==> config.mk <==
export PLATFORM = sky130hd
export DESIGN_NAME = round_sequencer
export DESIGN_NICKNAME = d
export VERILOG_FILES = /design/src/rtl/bj_pkg.sv /design/src/rtl/sat_counter.sv /design/src/rtl/round_sequencer.sv
export SDC_FILE = /design/constraint.sdc
export NUM_CORES = 1
export LEC_CHECK = 0
export CORE_MARGIN = 2
export CORE_UTILIZATION = 51
export CTS_CLUSTER_SIZE = 8
export DETAILED_ROUTE_END_ITERATION = 6
export PLACE_DENSITY = 0.79
export SLEW_MARGIN = 20
export SYNTH_ARGS = -nofsm -noshare
export SYNTH_HDL_FRONTEND = slang
export SYNTH_SLANG_ARGS = --single-unit
==> constraint.sdc <==
create_clock -name clk -period 3.3 [get_ports clk]
set_input_delay 0.495 -clock clk [delete_from_list [all_inputs] [get_ports clk]]
set_output_delay 0.495 -clock clk [all_outputs]
set_load 0.1 [all_outputs]
==> src/rtl/bj_pkg.sv <==
// Shared blackjack definitions: game-state encoding seen by the win/lose pulse
// logic, and the card-value clamp.
package bj_pkg;

   typedef enum logic [1:0] {
      IDLE    = 2'b00,
      UNDER18 = 2'b01,
      CLEAR18 = 2'b10,
      OVER18  = 2'b11
   } bj_state_t;

   // Face code 0 is an ace counted low; codes above 10 are picture cards.
   function automatic logic [4:0] card_points(input logic [3:0] code);
      if (code == 4'd0)
         return 5'd1;
      else if (code > 4'd10)
         return 5'd10;
      else
         return {1'b0, code};
   endfunction

endpackage

==> src/rtl/sat_counter.sv <==
// Up-counter that sticks at its all-ones value; synchronous clear.
module sat_counter #(
   parameter int unsigned W = 8
) (
   input  logic         clk,
   input  logic         clear,
   input  logic         inc,
   output logic [W-1:0] cnt
);

   always_ff @(posedge clk) begin
      if (clear)
         cnt <= '0;
      else if (inc && (cnt != '1))
         cnt <= cnt + 1'b1;
   end

endmodule

==> src/rtl/round_sequencer.sv <==
// Sequences one blackjack round: deals cards over req/valid, classifies the
// hand against TARGET, holds the result, and keeps win/lose/fold tallies.
module round_sequencer
   import bj_pkg::*;
#(
   parameter int unsigned TARGET      = 18,
   parameter int unsigned HOLD_CYCLES = 4,
   parameter int unsigned TIMEOUT     = 1000,
   parameter int unsigned CNT_W       = 8
) (
   input  logic             clk,
   input  logic             rst,
   input  logic             start,
   input  logic             hit,
   input  logic             stand,
   input  logic             card_valid,
   input  logic [3:0]       card_val,
   output logic             card_req,
   output logic [1:0]       cstate,
   output logic [1:0]       nstate,
   output logic [4:0]       sum,
   output logic [CNT_W-1:0] win_cnt,
   output logic [CNT_W-1:0] lose_cnt,
   output logic [CNT_W-1:0] fold_cnt,
   output logic             busy
);

   localparam int unsigned HOLD_W = (HOLD_CYCLES > 1) ? $clog2(HOLD_CYCLES) : 1;
   localparam int unsigned TMO_W  = (TIMEOUT > 1) ? $clog2(TIMEOUT) : 1;
   localparam logic [HOLD_W-1:0] HOLD_LAST  = HOLD_W'(HOLD_CYCLES - 1);
   localparam logic [TMO_W-1:0]  TMO_LAST   = TMO_W'(TIMEOUT - 1);
   localparam logic [4:0]        TARGET_SUM = 5'(TARGET);

   bj_state_t         state_q, state_d;
   logic [4:0]        sum_q, new_sum;
   logic              req_q;
   logic [HOLD_W-1:0] hold_q;
   logic [TMO_W-1:0]  tmo_q;
   logic              accept, fold, hold_done;
   logic              win_inc, lose_inc, tally_clr;

   always_comb begin
      state_d   = state_q;
      accept    = 1'b0;
      fold      = 1'b0;
      hold_done = 1'b0;
      new_sum   = sum_q + card_points(card_val);
      case (state_q)
         IDLE: begin
            if (start)
               state_d = UNDER18;
         end
         UNDER18: begin
            accept = req_q && card_valid;
            // Idle timeout only runs with no card outstanding and no hit this cycle.
            fold   = stand || (!req_q && !hit && (tmo_q == TMO_LAST));
            if (fold)
               state_d = IDLE;
            else if (accept) begin
               if (new_sum == TARGET_SUM)
                  state_d = CLEAR18;
               else if (new_sum > TARGET_SUM)
                  state_d = OVER18;
            end
         end
         CLEAR18, OVER18: begin
            hold_done = (hold_q == HOLD_LAST);
            if (hold_done)
               state_d = IDLE;
         end
         default: state_d = IDLE;
      endcase
   end

   always_ff @(posedge clk) begin
      if (!rst)
         state_q <= IDLE;
      else
         state_q <= state_d;
   end

   always_ff @(posedge clk) begin
      if (!rst) begin
         sum_q  <= '0;
         req_q  <= 1'b0;
         hold_q <= '0;
         tmo_q  <= '0;
      end else begin
         case (state_q)
            IDLE: begin
               if (start) begin
                  sum_q  <= '0;
                  req_q  <= 1'b1;
                  hold_q <= '0;
                  tmo_q  <= '0;
               end
            end
            UNDER18: begin
               // Fold wins over a same-cycle card: the card is dropped unsummed.
               if (fold) begin
                  req_q <= 1'b0;
                  tmo_q <= '0;
               end else if (accept) begin
                  sum_q  <= new_sum;
                  req_q  <= 1'b0;
                  tmo_q  <= '0;
                  hold_q <= '0;
               end else if (!req_q) begin
                  if (hit) begin
                     req_q <= 1'b1;
                     tmo_q <= '0;
                  end else begin
                     tmo_q <= tmo_q + 1'b1;
                  end
               end
            end
            CLEAR18, OVER18: begin
               hold_q <= hold_done ? '0 : hold_q + 1'b1;
            end
            default: ;
         endcase
      end
   end

   assign win_inc   = hold_done && (state_q == CLEAR18);
   assign lose_inc  = hold_done && (state_q == OVER18);
   assign tally_clr = !rst;

   sat_counter #(.W(CNT_W)) u_win (
      .clk   (clk),
      .clear (tally_clr),
      .inc   (win_inc),
      .cnt   (win_cnt)
   );

   sat_counter #(.W(CNT_W)) u_lose (
      .clk   (clk),
      .clear (tally_clr),
      .inc   (lose_inc),
      .cnt   (lose_cnt)
   );

   sat_counter #(.W(CNT_W)) u_fold (
      .clk   (clk),
      .clear (tally_clr),
      .inc   (fold),
      .cnt   (fold_cnt)
   );

   assign cstate   = state_q;
   assign nstate   = state_d;
   assign sum      = sum_q;
   assign card_req = req_q;
   assign busy     = (state_q != IDLE);

endmodule

==> reports/results.ini <==
[die]
rows = 24
start_util_pct = 52.3
dieWidth_um = 70.6
die_height_um = 70.6
top_level_ports = 45
dieArea_sq_um = 4980
core_sq_um = 4320

[routing]
drtPass1Iterations = 4
drc_errors = 0
antenna_left = 0
drt_wl_total_mm = 5.07
routed_via_density = 5.58
dr.first_iter.drc_count = 108
wl_per_cell_um = 13.5
vias = 2094

[layout]
nNetsFinal = 342
drive_gt1_share_pct = 12.4
fillers = 377
layout.cells.non_filler = 375
fin_util_pct = 68.5
area_growth_pct = 31.2
antenna_cells = 0

[clocking]
clock_path_buffers = 2
clockRootBuffer = clkbuf_8
clk_transition_reported_paths_ns = 0.09
htree_levels = 2
hold_buffers = 0
worstSkewPairLatency_ns = 0.30
cts.sink_count = 44
cts_tree = yes
numCtsBuffers = 5
cts_setup_buffers = 0

[global_routing]
first_global_vias = 1861
antenna_found_initial = 0
grt_max_degree = 38
grt_pass1_wl_mm = 8.23
grt_use_total_pct = 20.2
gr-total-overflow = 0

[timing]
drv_slew = 0
worst_pin_slew_ns = 0.980
fin_crit_ns = 3.13
skew_ns = 0.00817
hold_viol_final = 0
min_period_over_period_pct = 94.8
setup_viol = 0
rsz0062_at_grt = no
setup_tns_ns = 0
maxSlewHeadroom_pct = 34.5
max_freq_mhz = 320
timing.hold.ws_ns = 0.487

[yosys]
postSynthNetCount = 291
ys_types = 45
yosys_warnings = 0
ys_seq_area_share_pct = 39.0
netlist_area_sq_um = 2260
yosys_register_bits = 44
synthCells = 271
synth-main-ff-cell = dfxtp_1
avgSynthCellArea_sq_um = 8.34
async_reset_ff_share_pct = 0
synth_edf_count = 0

[worst_setup_path]
worst_setup_path_end_kind = output pin
required_ns = 2.80
critPathArrivalTime_ns = 2.63
critical_path_class = in2out
crit_path_max_fanout = 3
cp-start-kind = primary input
rrSetupSlack_ns = 1.29

[job]
drv_cap = 0

[power]
vdd_ir_drop_max_uv = 213
power.density_nw_per_um2 = 397
leakage_nw = 1.08

[placement]
port_buffers = 44
dp_cells = 368
dp_hpwl_mm = 3.58
place_congestion = 0.817

[min_path]
hold_path_class = reg2reg

[outcome]
status = completed

[per-stage QoR]
step           setup slack (ns)  instance area [sq um]  power, W
2_1_floorplan            0.0135                   2280  0.000691
3_3_place_gp             -0.174                   2810  0.000748
3_5_place_dp             -0.316                   2810  0.000749
4_1_cts                  0.0213                   2950   0.00119
5_1_grt                  0.0400                   2960   0.00122
6_report                  0.170                   2960   0.00118
[critical path, stage by stage]
cell and delay (ns):
dlygate4sd2_1 0.23, nor2_1 0.08, nor2_1 0.09, o21ai_1 0.07
ha_2 0.18, fa_2 0.35, a21o_1 0.20, a21oi_2 0.17
xnor2_2 0.15, nor4b_4 0.32, o31ai_4 0.10, buf_12 0.19
[layer usage]
layer  vias up  global-route usage (%)  wire length [um]
met5         -                       0                 0
met4         0                    5.66                38
met3         5                    4.70               210
met2        38                    35.0              2500
met1       990                    25.4              2320
li1       1061                       -                 -
[sequential cells by signal, summed over array words and instances, names as in the netlist]
signal      flops
tmo_q          10
card_req        1
hold_q          2
u_fold.cnt      8
u_win.cnt       8
u_lose.cnt      8
sum             5
cstate          2
[synthesized netlist by cell type (4+ instances only)]
library cell	instances	area share, %
nor2_1	45	7.5
dfxtp_1	44	39
nand2_1	25	4.2
xnor2_1	18	7.0
nand3_1	17	3.8
a21oi_1	15	3.3
o21ai_0	12	2.7
xor2_1	10	3.9
ha_1	9	5.0
nor3_1	9	2.0
nand4_1	6	1.7
clkbuf_1	5	0.83
nor4_1	5	1.4
a22oi_1	4	1.3
inv_1	4	0.66
[power by group]
group / switching, W / total (W) / internal (W)
combinational: 0.000130 / 0.000190 / 0.0000596
sequential: 0.0000123 / 0.000549 / 0.000537
clock: 0.000190 / 0.000437 / 0.000248
[cell families after synthesis]
logic type                 share of synthesized area, %
buffers and inverters                              2.10
adders and majority gates                          5.87
DFF                                                39.0
AOI/OAI and AO/OA                                  14.1
and+or+nand+nor                                    27.2
xor gates and xnor gates                           10.9
muxes                                             0.886
[worst paths after layout]
| kind | from | endpoint | depth (start not counted) |
|---|---|---|---|
| setup / recovery | card_val[2] | nstate[0] | 12 |
| hold / removal | tmo_q[1] | tmo_q[1] | 2 |
| setup reg to reg | tmo_q[0] | u_fold.cnt[6] | 6 |
| hold reg to reg | tmo_q[1] | tmo_q[1] | 2 |
[cell usage in the layout (no fill, tap or decap), drive strengths merged, types with 3 or more instances in the layout]
cell type	instances
nand4	6
nor2	45
a21o	3
nor4	5
nor2b	3
a22oi	4
xnor2	18
o21ai	13
clkbuf	6
nor3	9
a21oi	15
clkdlybuf4s50	30
ha	9
nand3b	3
inv	5
buf	17
xor2	10
nand2	25
dlygate4sd2	3
nand3	17
or3	3
dfxtp	44
[cell type report]
cell class	instances	area (sq um)	area share, %
multi-input cells	215	1380	46.7
clock buffers	6	82.6	2.79
inverters	5	18.8	0.633
repair buffers	51	492	16.6
clock inverters	2	38.8	1.31
well taps	52	65.1	2.20
flip-flops and latches	44	883	29.8
[repair_timing]
| action | CTS | global route |
|---|---|---|
| gates cloned | 0 | 0 |
| endpoints found under the setup margin | 2 | 2 |
| gates resized for setup | 10 | 3 |
| pin swaps | 7 | 7 |
(Power assumes the default switching activity.)
